$ cat src/rtl/mips_pkg.sv
// mips_pkg: shared widths and MEM-stage state encoding
package mips_pkg;
  localparam int WORD_W = 32;
  localparam int REG_ADDR_W = 5;
  typedef enum logic {IDLE = 1'b0, BUSY = 1'b1} state_e;
endpackage

$ cat src/rtl/mem_wb_reg.sv
// mem_wb_reg: MEM/WB pipeline register with bubble insertion
module mem_wb_reg
  import mips_pkg::*;
(
  input  logic                  clk,
  input  logic                  reset,
  input  logic                  bubble,
  input  logic                  ld_rdata,
  input  logic                  regwrite,
  input  logic                  memtoreg,
  input  logic [WORD_W-1:0]     aluout,
  input  logic [WORD_W-1:0]     rdata,
  input  logic [REG_ADDR_W-1:0] writereg,
  output logic                  regwritew,
  output logic                  memtoregw,
  output logic [WORD_W-1:0]     readdataw,
  output logic [WORD_W-1:0]     aluoutw,
  output logic [REG_ADDR_W-1:0] writeregw
);
  logic regwrite_d, regwrite_q, memtoreg_d, memtoreg_q;
  logic [WORD_W-1:0] readdata_d, readdata_q, aluout_d, aluout_q;
  logic [REG_ADDR_W-1:0] writereg_d, writereg_q;
  always_comb begin
    regwrite_d = bubble ? 1'b0 : regwrite;
    memtoreg_d = bubble ? 1'b0 : memtoreg;
    aluout_d = bubble ? aluout_q : aluout;
    writereg_d = bubble ? writereg_q : writereg;
    readdata_d = (!bubble && ld_rdata) ? rdata : readdata_q;
  end
  always_ff @(posedge clk) begin
    if (reset) begin
      regwrite_q <= 1'b0;
      memtoreg_q <= 1'b0;
      readdata_q <= '0;
      aluout_q <= '0;
      writereg_q <= '0;
    end else begin
      regwrite_q <= regwrite_d;
      memtoreg_q <= memtoreg_d;
      readdata_q <= readdata_d;
      aluout_q <= aluout_d;
      writereg_q <= writereg_d;
    end
  end
  assign regwritew = regwrite_q;
  assign memtoregw = memtoreg_q;
  assign readdataw = readdata_q;
  assign aluoutw = aluout_q;
  assign writeregw = writereg_q;
endmodule

$ cat src/rtl/mem_access_stage.sv
// mem_access_stage: MIPS MEM stage with req/ack data memory, stall and timeout
module mem_access_stage
  import mips_pkg::*;
#(
  parameter int TIMEOUT_CYCLES = 255,
  parameter int CNT_W = 8
) (
  input  logic                  clk,
  input  logic                  reset,
  input  logic                  regwritem,
  input  logic                  memtoregm,
  input  logic                  memwritem,
  input  logic [WORD_W-1:0]     aluoutm,
  input  logic [WORD_W-1:0]     writedatam,
  input  logic [REG_ADDR_W-1:0] writeregm,
  output logic                  dmem_req,
  output logic                  dmem_we,
  output logic [WORD_W-1:0]     dmem_addr,
  output logic [WORD_W-1:0]     dmem_wdata,
  input  logic                  dmem_ack,
  input  logic [WORD_W-1:0]     dmem_rdata,
  output logic                  stallm,
  output logic                  regwritew,
  output logic                  memtoregw,
  output logic [WORD_W-1:0]     readdataw,
  output logic [WORD_W-1:0]     aluoutw,
  output logic [REG_ADDR_W-1:0] writeregw,
  output logic                  bus_err,
  output logic                  align_err
);
  state_e state_q, state_d;
  logic [CNT_W-1:0] cnt_q, cnt_d;
  logic [WORD_W-1:0] addr_q, addr_d, wdata_q, wdata_d;
  logic we_q, we_d, bus_err_q, bus_err_d, align_err_q, align_err_d;
  logic memop, misaligned, busy, timeout_hit;
  always_comb begin
    memop = memtoregm | memwritem;
    misaligned = memop & (aluoutm[1:0] != 2'b00);
    busy = state_q == BUSY;
    dmem_req = !reset & (busy | (memop & !misaligned));
    timeout_hit = busy & !dmem_ack & (cnt_q == CNT_W'(TIMEOUT_CYCLES));
    stallm = dmem_req & !dmem_ack & !timeout_hit;
    dmem_addr = busy ? addr_q : aluoutm;
    dmem_we = busy ? we_q : memwritem;
    dmem_wdata = busy ? wdata_q : writedatam;
    state_d = stallm ? BUSY : IDLE;
    cnt_d = stallm ? cnt_q + 1'b1 : '0;
    addr_d = dmem_addr;
    we_d = dmem_we;
    wdata_d = dmem_wdata;
    bus_err_d = bus_err_q | timeout_hit;
    align_err_d = align_err_q | misaligned;
  end
  always_ff @(posedge clk) begin
    if (reset) begin
      state_q <= IDLE;
      cnt_q <= '0;
      addr_q <= '0;
      we_q <= 1'b0;
      wdata_q <= '0;
      bus_err_q <= 1'b0;
      align_err_q <= 1'b0;
    end else begin
      state_q <= state_d;
      cnt_q <= cnt_d;
      addr_q <= addr_d;
      we_q <= we_d;
      wdata_q <= wdata_d;
      bus_err_q <= bus_err_d;
      align_err_q <= align_err_d;
    end
  end
  assign bus_err = bus_err_q;
  assign align_err = align_err_q;
  mem_wb_reg u_mem_wb (
    .clk       (clk),
    .reset     (reset),
    .bubble    (stallm | misaligned | timeout_hit),
    .ld_rdata  (memtoregm & dmem_req & dmem_ack),
    .regwrite  (regwritem),
    .memtoreg  (memtoregm),
    .aluout    (aluoutm),
    .rdata     (dmem_rdata),
    .writereg  (writeregm),
    .regwritew (regwritew),
    .memtoregw (memtoregw),
    .readdataw (readdataw),
    .aluoutw   (aluoutw),
    .writeregw (writeregw)
  );
endmodule

$ cat config.mk
export PLATFORM = sky130hd
export DESIGN_NAME = mem_access_stage
export DESIGN_NICKNAME = d
export VERILOG_FILES = /design/src/rtl/mips_pkg.sv /design/src/rtl/mem_wb_reg.sv /design/src/rtl/mem_access_stage.sv
export SDC_FILE = /design/constraint.sdc
export NUM_CORES = 1
export LEC_CHECK = 0
export BUFFER_PORTS_ARGS = -buffer_cell sky130_fd_sc_hd__buf_2
export CELL_PAD_IN_SITES_DETAIL_PLACEMENT = 1
export CELL_PAD_IN_SITES_GLOBAL_PLACEMENT = 1
export CORE_MARGIN = 3
export CORE_UTILIZATION = 32
export DETAILED_ROUTE_END_ITERATION = 10
export GPL_ROUTABILITY_DRIVEN = 0
export PLACE_DENSITY_LB_ADDON = 0.1
export SYNTH_ARGS = -nofsm -noshare
export SYNTH_HDL_FRONTEND = slang
export SYNTH_SLANG_ARGS = --single-unit
$ cat constraint.sdc
create_clock -name clk -period 1.6 [get_ports clk]
set_clock_uncertainty 0.05 [all_clocks]
set_input_delay 0.32 -clock clk [delete_from_list [all_inputs] [get_ports clk]]
set_output_delay 0.32 -clock clk [all_outputs]
set_load 0.005 [all_outputs]
* Word-level counts from Yosys, hierarchy flattened
Index checks and enable logic that the tools add are counted.
** Word-level totals
- Register bits :: 147
- Bits in latches :: 0
- Memory bits (writable) :: 0
- Bits in read-only memories :: 0
- Memories kept :: 0
** Cells by class
- Add/sub/neg operators :: 1
- Multiply operators :: 0
- Divide/modulo/power cells :: 0
- $lt $le $gt $ge :: 0
- Eq/ne operators :: 1
- Shift-type cells :: 0
- Muxes and demuxes :: 4
- Bitwise gates (word level) :: 16
- Reduce and logical (&&, ||, !) cells :: 9
** Operator list (number)
- 32-bit 2-to-1 mux :: 2
- 1-bit bitwise AND :: 9
- 8-bit by 1-bit adder with 8-bit output, second input constant :: 1
- 8-bit equality test, second input constant :: 1
- 1-bit OR :: 6
- 1-bit logical NOT :: 5
- 2-bit OR reduction :: 2
- 1-bit 2-to-1 mux :: 2
- 2-bit nonzero test :: 1
- 1-bit logical AND :: 1
- 1-bit inverter :: 1

* Depth between registers and ports, before layout
- Word-level depth :: 12
- Depth in mapped cells :: 7
- Gate-level depth less buffers :: 6

* Modules after synthesis
Synthesis repeated with hierarchy kept, for this count alone.
** Second synthesis, totals
- Cells, all modules :: 533
- Area, all modules :: 5885.6 um2
** By module, submodules not included
- mem_access_stage :: instances 1, cells an instance 264, area each 3019.1 um2, sequential area each 1521.5 um2
- mem_wb_reg :: instances 1, cells an instance 269, area each 2866.5 um2, sequential area each 1421.4 um2

* Worst setup path after synthesis
Ideal clock, no wire load.
- Kind :: register to output
- Start point :: register cnt_q[0]
- End point :: output stallm
- Arrival :: 1.218 ns
- Slack :: 0.012 ns
- Stages on the path, launching flop included :: 7
- Path buffers :: 1
- Cells stage by stage :: dfxtp_1 -> ha_1 -> nand2_1 -> nor4_1 -> or3_1 -> buf_6 -> inv_4
** On the way
- Word-level cells in the longest chain between the ends :: 4
** Ends and longest elaborated chain
- start, declared :: line mem_access_stage.sv:32 : logic [CNT_W-1:0] cnt_q, cnt_d;
- start signal, assigned :: line mem_access_stage.sv:65 : cnt_q <= cnt_d;
- 8-bit equality test :: line mem_access_stage.sv:41 : timeout_hit = busy & !dmem_ack & (cnt_q == CNT_W'(TIMEOUT_CYCLES));
- 1-bit bitwise AND :: line mem_access_stage.sv:41
- 1-bit logical NOT :: line mem_access_stage.sv:42 : stallm = dmem_req & !dmem_ack & !timeout_hit;
- 1-bit bitwise AND :: line mem_access_stage.sv:42
- end, declared :: line mem_access_stage.sv:22 : output logic stallm,
No other way between the ends.

* Worst setup path in the final report
- Start point :: register state_q (netlist: busy)
- End point :: output dmem_wdata[28]
** On the way
- Word-level cells in the longest chain between the ends :: 1
** Ends and longest elaborated chain
- start, declared :: line mem_access_stage.sv:31 : state_e state_q, state_d;
- start signal, assigned :: line mem_access_stage.sv:64 : state_q <= state_d;
- 32-bit 2-to-1 mux :: line mem_access_stage.sv:45 : dmem_wdata = busy ? wdata_q : writedatam;
- end, declared :: line mem_access_stage.sv:19 : output logic [WORD_W-1:0] dmem_wdata,
No other way between the ends.

==> metrics.txt <==
setup ws final -0.350 ns; Hold-fix buffers, CTS 0; area share of the largest cell type after synthesis 0.498; antenna violations before repair 1; Avg Inst Size Synth approximately 9.5 um2; switching power total 2210 uW; routed metal-1 wirelength 8.66 mm; Crit-path slowest cell dfxtp_4; Peak VDD IR 750 uV; largest net degree at the start of global routing 43; Top FF cell, synth dfxtp_1; H-tree depth 4; LEAKAGE between 0.003 and 0.004 uW; reg2reg end u_mem_wb.aluoutw[26]; DRT Wirelength roughly 20 mm; 1st-iter DRT viols approximately 180; Total Routing Usage GR 0.184; RSZ-0062 raised after global routing true; crit path from busy; most common cell in the netlist dfxtp_1; Nets 1010; Clk pwr share 0.432; Post-Syn Area between 5000 and 6000 um2; hold-critical path depth 3; ys async rst share 0; Seq cells post-synth 147; maxcap violations 0; max incr delay on CP between 0.3 and 0.4 ns; Top Metal Used met5; sw frac 0.244; DR WL met2 between 9 and 10 mm; worst hold path startpoint dmem_rdata[26]; reg-to-reg slack, setup roughly 0.020 ns; worst skew pair latency about 0.4 ns; Netlist cell types 32; I/O pin count about 250; FMAX slightly above 0.5 GHz; Yosys warnings 0; metal3 WL 1.49 mm; Seq pwr share 0.434; Synth area leaders dfxtp_1, mux2_2, and2_1; syn nets between 700 and 800; combinational power share 0.134; FF/Latch Area 2950 um2; Slew Limit Fails 0; Routed Antenna Nets 0; pin slew with the least headroom to its limit 0.358 ns; Worst Hold End u_mem_wb.readdataw[26]; Initial Utilization 0.328; status finished, violations left; Placement Rows 49; crit path capture type output port; R2R cell count 7; Synth top cells by count dfxtp_1, nand2_1, and2_1, mux2_2, nand3_1; Clock Tree Buf Depth 2; Hold WS about 0.094 ns; total number of vias approximately 5.6k; DRC 0; port buffer count 246; Die Area just over 20000 um2; Die W ~140 um; Layout area overhead 50.4%; final hold violations 0; final setup vio count 67; Remaining Overflow, GRT 0; Root Buffer clkbuf_16; CP Launch Type flop; Critical Path AT 1.58 ns; failing checks setup timing; Critical R2R Launch busy; TritonCTS clock tree built; clock sinks 147; Filler Cells Inserted around 2.1k; P_int between 6000 and 7000 uW; CP Max Fanout 8; Min-Delay Path Class in2reg; crit path kind reg2out; Top delay family on crit path buffers and inverters; Vias/cell about 5; Clk pin slew, worst setup/hold paths ~0.060 ns; post-DP HPWL 14.1 mm; Wirelength per Cell around 18 um; fin crit share 1.22; relative slew slack 0.761; Die Span Y between 100 and 150 um; CTS buffer count 17; Ant. Diodes 0; TritonRoute pass-1 iters 4; final core utilization 0.493; share of cells above drive strength 1 0.470; Worst Path Required 1.23 ns; WP buf/inv 3; Post-Synthesis Cells a little over 600; top cell type by total area after synthesis dfxtp_1; Multi-input gate area about 2900 um2; Final min period 1.95 ns; placed cells roughly 1.1k; vias in the first global route about 5.9k; post-synthesis sequential area ratio 0.498; Critical Path, Cell by Cell buf_12 -> clkbuf_16 -> mux2_2 -> buf_2; Post-synth EDFFs 0; global-route wire length before repair between 20 and 30 mm; core area roughly 18000 um2; power density over the cells roughly 1000 nW/um2; Cell Count, Final, Fillers Out 1144
per-stage QoR:
step / setup slack [ns] / setup TNS (ns) / power [uW] / instance area (um2)
after floorplan: 0.0123 / 0 / 4480 / 5910
after global placement: -0.198 / -1.20 / 5020 / 7690
after detailed placement: -0.205 / -2.93 / 5060 / 7690
after CTS: -0.358 / -22.46 / 9010 / 8340
after global routing: -0.413 / -24.51 / 9440 / 8890
final: -0.350 / -21.00 / 9040 / 8890
worst min-delay path: stages:
cell and delay [ns]:
buf_2 0.09, nand2_1 0.05, a21oi_1 0.05
placed cells by master (no fill, tap or decap), types with 2 or more instances in the layout:
master	synthesis	layout
clkinvlp_4	0	4
nand2_4	0	2
or3_1	38	34
dfxtp_2	0	2
buf_12	0	11
nor2_1	13	12
and2_1	65	65
clkinv_2	0	6
or3_4	0	4
mux2_4	0	29
buf_2	24	216
buf_4	3	47
xor2_1	2	2
clkbuf_16	0	21
nand2_1	104	102
nor2_4	1	2
buf_6	4	36
inv_6	0	2
xnor2_1	3	3
nand3_1	39	39
a21oi_1	35	35
dfxtp_1	147	144
mux2_2	65	36
inv_1	3	3
bufinv_16	0	2
o221ai_1	37	37
or2_1	3	3
flip-flops by register name, indices dropped and copies added, names as in the netlist:
| register | count |
|---|---|
| busy | 1 |
| u_mem_wb.memtoregw | 1 |
| u_mem_wb.aluoutw | 32 |
| addr_q | 32 |
| align_err | 1 |
| we_q | 1 |
| u_mem_wb.regwritew | 1 |
| bus_err | 1 |
| u_mem_wb.readdataw | 32 |
| u_mem_wb.writeregw | 5 |
| cnt_q | 8 |
| wdata_q | 32 |
cells by family (layout without fill, tap and decap cells):
family	after synthesis	count (layout)	share of synthesized area
AOI/OAI and AO/OA	76	76	0.0898
buffers and inverters	57	352	0.0487
adders and majority gates	1	1	0.00212
and+or+nand+nor	269	269	0.230
DFF	147	147	0.498
xor gates and xnor gates	5	5	0.00741
muxes	65	65	0.124
routing by layer:
metal / GRT usage / vias to the layer above
met5: 0 / -
met4: 0.0581 / 2
met3: 0.0597 / 18
met2: 0.311 / 166
met1: 0.223 / 2668
li1: - / 2707
final cells by class:
cell class                      instances  share of cell area
Sequential cell                       147               0.332
Multi-Input combinational cell        416               0.324
Timing Repair Buffer                  315               0.245
Clock buffer                           19              0.0498
Tap cell                              229              0.0322
Clock inverter                         13              0.0149
Inverter                                5             0.00253
power groups by stage:
| stage | registers, uW | logic [uW] | clock network, uW |
|---|---|---|---|
| final | 3920 | 1220 | 3900 |
| after global routing | 3940 | 1330 | 4170 |
| after global placement | 3990 | 1040 | 0 |
| after CTS | 3920 | 1080 | 4020 |
| after floorplan | 3990 | 492 | 0 |
| after detailed placement | 4000 | 1070 | 0 |
worst max-delay path by stage:
stage | end | slack (ns) | cells past startpoint
after global routing | stallm | -0.41 | 6
after floorplan | stallm | 0.01 | 6
after global placement | stallm | -0.20 | 6
after detailed placement | stallm | -0.21 | 6
final | dmem_wdata[28] | -0.35 | 4
after CTS | dmem_addr[3] | -0.36 | 3
what timing repair did:
action,in CTS,in global routing
pin swaps,5,10
gates resized for setup,9,73
gates cloned,0,6
setup buffers,4,7
endpoints found under the setup margin,67,68
Power figures use the tool's default switching activity.
